File: src/rtl/hazard_fwd_ctrl.sv
// Hazard/forwarding control for the 5-stage core.
// Ports: ID operand info in; fwd selects, stall, flush, mdu_busy out.
module hazard_fwd_ctrl #(
  parameter int MDU_LAT = 4,
  parameter int CNT_W   = 3
) (
  input  logic       clk,
  input  logic       rst_n,
  input  logic       id_valid,
  input  logic [4:0] id_rs,
  input  logic [4:0] id_rt,
  input  logic       id_rs_used,
  input  logic       id_rt_used,
  input  logic       id_wr_en,
  input  logic [4:0] id_wr_reg,
  input  logic       id_is_load,
  input  logic       id_is_mdu,
  input  logic       id_uses_hilo,
  input  logic       ex_branch_taken,
  output logic [1:0] fwd_sel_rs,
  output logic [1:0] fwd_sel_rt,
  output logic       stall,
  output logic       flush,
  output logic       mdu_busy
);

  typedef struct packed {
    logic       v;
    logic       wr;
    logic [4:0] rg;
    logic       ld;
  } ent_t;

  ent_t ex_q, ex_d;
  ent_t mem_q;
  ent_t wb_q;
  logic [CNT_W-1:0] cnt_q, cnt_d;

  logic h_data;
  logic h_mdu;
  logic accept;

  function automatic logic hit(
    input ent_t e,
    input logic [4:0] r
  );
    return e.v & e.wr & (e.rg == r) & (r != 5'd0);
  endfunction

  assign flush    = ex_branch_taken;
  assign mdu_busy = (cnt_q != '0);

  always_comb begin
    fwd_sel_rs = 2'd0;
    if (id_rs_used & hit(mem_q, id_rs) & ~mem_q.ld)
      fwd_sel_rs = 2'd1;
    else if (id_rs_used & hit(wb_q, id_rs))
      fwd_sel_rs = 2'd2;
  end

  always_comb begin
    fwd_sel_rt = 2'd0;
    if (id_rt_used & hit(mem_q, id_rt) & ~mem_q.ld)
      fwd_sel_rt = 2'd1;
    else if (id_rt_used & hit(wb_q, id_rt))
      fwd_sel_rt = 2'd2;
  end

  // A load result is not ready until WB, so a
  // load in MEM stalls instead of forwarding.
  always_comb begin
    h_data = (id_rs_used &
              (hit(ex_q, id_rs) |
               (hit(mem_q, id_rs) & mem_q.ld))) |
             (id_rt_used &
              (hit(ex_q, id_rt) |
               (hit(mem_q, id_rt) & mem_q.ld)));
    h_mdu  = mdu_busy & (id_is_mdu | id_uses_hilo);
    stall  = id_valid & ~flush & (h_data | h_mdu);
  end

  assign accept = id_valid & ~stall & ~flush;

  always_comb begin
    ex_d = '0;
    if (accept) begin
      ex_d.v  = 1'b1;
      ex_d.wr = id_wr_en;
      ex_d.rg = id_wr_reg;
      ex_d.ld = id_is_load;
    end
  end

  always_comb begin
    cnt_d = cnt_q;
    if (accept & id_is_mdu)
      cnt_d = CNT_W'(MDU_LAT - 1);
    else if (mdu_busy)
      cnt_d = cnt_q - 1'b1;
  end

  always_ff @(posedge clk) begin
    if (!rst_n) begin
      ex_q  <= '0;
      mem_q <= '0;
      wb_q  <= '0;
      cnt_q <= '0;
    end else begin
      ex_q  <= ex_d;
      mem_q <= ex_q;
      wb_q  <= mem_q;
      cnt_q <= cnt_d;
    end
  end

endmodule
File: config.mk
export PLATFORM = sky130hd
export DESIGN_NAME = hazard_fwd_ctrl
export DESIGN_NICKNAME = d
export VERILOG_FILES = /design/src/rtl/hazard_fwd_ctrl.sv
export SDC_FILE = /design/constraint.sdc
export NUM_CORES = 1
export LEC_CHECK = 0
export ABC_AREA = 1
export BUFFER_PORTS_ARGS = -buffer_cell sky130_fd_sc_hd__buf_4
export CAP_MARGIN = 20
export CORE_MARGIN = 1.5
export CORE_UTILIZATION = 49
export DETAILED_ROUTE_END_ITERATION = 12
export PLACE_DENSITY = 0.74
export SYNTH_ARGS = -nofsm -noshare
export SYNTH_HDL_FRONTEND = slang
export SYNTH_SLANG_ARGS = --single-unit
export TNS_END_PERCENT = 1
File: constraint.sdc
create_clock -name clk -period 3.3 [get_ports clk]
set_input_delay 0.165 -clock clk [delete_from_list [all_inputs] [get_ports clk]]
set_output_delay 0.165 -clock clk [all_outputs]
set_load 0.02 [all_outputs]
==> results.py <==
metrics = {
    "run_status": {
        "status": "complete, no violations",
    },
    "power": {
        "net-switching-power_w": 0.0002493,
        "fin_total_pwr_w": 0.0008230,
        "pwr-share-seq_pct": 43.7,
        "switching_share_pct": 30.30,
        "p_leak_nw": 0.9657,
        "intPower_w": 0.0005736,
        "p_comb_share_pct": 30.8,
        "max-vdd-ir-drop_mv": 0.4396,
        "powerDensity_nw_per_um2": 453.0,
        "pwr-share-clk_pct": 25.5,
    },
    "sta": {
        "slew_viol_final": 0,
        "period_needed_ps": 2012,
        "fmax_ghz": 0.4970,
        "maxSlewHeadroom_pct": 69.05,
        "period_share_pct": 60.98,
        "fin_ws_ps": 1288,
        "worst_slew_pin_slew_ps": 463.8,
        "finalClockSkew_ps": 11.78,
        "setup_tns_ps": 0,
        "rsz0062_at_grt": "no",
        "setup_violations": 0,
        "hold_viol": 0,
    },
    "die": {
        "dieArea_um2": 3427,
        "start_util_pct": 52.98,
        "core_um2": 2853,
        "pin_count": 32,
        "fp-row-count": 19,
        "die_h_um": 58.54,
        "die_w_um": 58.54,
    },
    "clock_network": {
        "cts_tree": "yes",
        "root_buffer": "clkbuf_4",
        "cts.sinks": 26,
        "cts_buffers": 3,
        "path_clk_slew_ps": 140,
        "hold_buffers": 0,
        "htreeDepth": 1,
        "cts-resized-gates": 0,
        "clock_latency_ps": 310,
        "postCtsSetupBuffers": 0,
        "cts_buffer_depth": 2,
    },
    "final_layout": {
        "utilization_pct": 63.68,
        "final_common_cell": "nand2_1",
        "mostFrequentLayoutCells": "nand2_1 (70), inv_1 (45), buf_4 (31), dfxtp_1 (26), nor2_1 (15)",
        "layout.cells.non_filler": 283,
        "antennaDiodeCount": 0,
        "area_growth_pct": 20.20,
        "nets": 280,
        "drive_gt1_share_pct": 22.22,
    },
    "detailed_routing": {
        "wire_per_inst_um": 10.82,
        "viasPerCell": 4.739,
        "route.detailed.drc": 0,
        "wl_mm": 3.063,
        "drt-pass1-iter-count": 4,
        "initialDrtViolationCount": 71,
        "final_antenna_net_count": 0,
        "via_count": 1341,
    },
    "worst_hold_path": {
        "hold_depth": 2,
        "holdPathEnd": "ex_q[0]",
        "min_from": "id_is_load",
        "min_path_type": "primary input to flop",
    },
    "synthesis": {
        "synth.distinct_cells": 31,
        "synth-simple-area-share_pct": 38.33,
        "netlist_area_um2": 1511,
        "ys_seq_elements": 26,
        "ys_warn_count": 0,
        "async_reset_ff_share_pct": 0,
        "synth_fa_ha_area_share_pct": 1.656,
        "avgSynthCellArea_um2": 6.839,
        "ys.flop_type": "dfxtp_1",
        "yosysSeqAreaShare_pct": 34.44,
        "synth_mux_area_share_pct": 0,
        "synth_top_family_by_area": "simple AND/OR/NAND/NOR gates",
        "syn_nets": 248,
        "synth-xor-area-share_pct": 5.795,
        "syn_inst": 221,
        "synth_compound_area_share_pct": 6.374,
        "synth_edf_count": 0,
    },
    "placement": {
        "place_inst": 279,
        "numPortBuffers": 31,
        "finalWeightedCongestion": 0.8508,
        "preCtsSetupSlack_ps": 1655,
        "hpwlAfterDp_mm": 2.583,
    },
    "global_route": {
        "grt_pass1_wl_mm": 5.257,
        "grt-ovfl-total": 0,
        "grtUsageTotal_pct": 20.20,
        "antenna_found_initial": 0,
        "grt_max_degree": 17,
        "grt_pass1_vias": 1181,
    },
    "setup_path": {
        "critPathArrivalTime_ps": 1850,
        "end_kind": "output port",
        "critPathKind": "flop to output port",
        "cp-start-kind": "flop",
        "cp_max_fo": 4,
        "required_ps": 3130,
        "r2r-end": "ex_q[3]",
        "reg2reg_depth": 10,
        "rr_startpoint": "cnt_q[0]",
        "regToRegSetupSlack_ps": 1640,
    },
    "job": {
        "maxCapViolCount": 0,
    },
}
==> layer usage <==
metal,GRT usage (%),part of all wire [%],up-vias
met5,0,0,-
met4,6.977,0.78,0
met3,1.319,2.3,2
met2,33.71,48,25
li1,-,-,738
met1,27.69,49,576
==> state kept, by name, summed over array words and instances (netlist names) <==
name and count:
ex_q 8, cnt_q 3, wb_q 7, mem_q 8
==> synth_stat cells, types with 2 or more instances <==
cell type	number	share of area [%]
nand2_1	70	17
inv_1	45	11
dfxtp_1	26	34
nor2_1	15	3.7
nor3b_2	7	5.8
a21oi_1	6	2.0
nand4_1	6	2.5
xnor2_1	5	2.9
xor2_1	5	2.9
inv_2	4	0.99
clkbuf_1	3	0.74
nand3_1	3	0.99
nor3_1	3	0.99
o211ai_1	3	1.5
ha_1	2	1.7
nand2_2	2	0.83
o21ai_0	2	0.66
==> per-stage QoR <==
step | hold WS (ps) | instance area, um^2
finish | 80.30 | 1817
global route | 81.06 | 1817
CTS | 72.83 | 1817
detailed placement | 410.1 | 1764
global placement | 407.9 | 1764
floorplan | 322.1 | 1511
==> power by group through the flow <==
stage | logic (W) | registers, W | clock network, W
6_report | 0.000253 | 0.000360 | 0.000210
5_1_grt | 0.000282 | 0.000363 | 0.000228
4_1_cts | 0.000256 | 0.000359 | 0.000215
3_5_place_dp | 0.000254 | 0.000366 | 0
3_3_place_gp | 0.000250 | 0.000366 | 0
2_1_floorplan | 0.000179 | 0.000362 | 0
==> logic make-up (layout without fill, tap and decap cells) <==
group,after synthesis,in the layout
AOI/OAI and AO/OA,14,14
xor gates and xnor gates,10,10
adders and majority gates,2,2
buffers and inverters,53,84
DFF,26,26
and+or+nand+nor,116,116
==> area by class of cell <==
class                      instances  area, um^2
fill                             265        1036
clock buffer                       3       22.52
tap                               31       38.79
timing repair buffer              31       232.7
sequential                        26       520.5
inverter                          49       183.9
multi-input combinational        142       788.3
clock inverter                     1       30.03
==> how the worst max path moves through the flow <==
stage	from	end	slack, ps	depth (start not counted)
2_1_floorplan	mem_q[4]	fwd_sel_rt[1]	1600	8
3_3_place_gp	cnt_q[0]	stall	1700	12
3_5_place_dp	cnt_q[0]	stall	1660	12
4_1_cts	cnt_q[0]	stall	1280	12
5_1_grt	cnt_q[0]	stall	1110	12
6_report	cnt_q[0]	stall	1290	12
==> critical path: stages (launching register included) <==
cell     delay (ps)
dfxtp_1         340
inv_1            80
ha_1            150
inv_1            40
nor2_1          180
inv_1           110
o21ai_0          90
inv_1            90
a21oi_4         160
nand2_1          70
nand2_1          60
inv_1            40
buf_4           140
(Power assumes the default switching activity.)
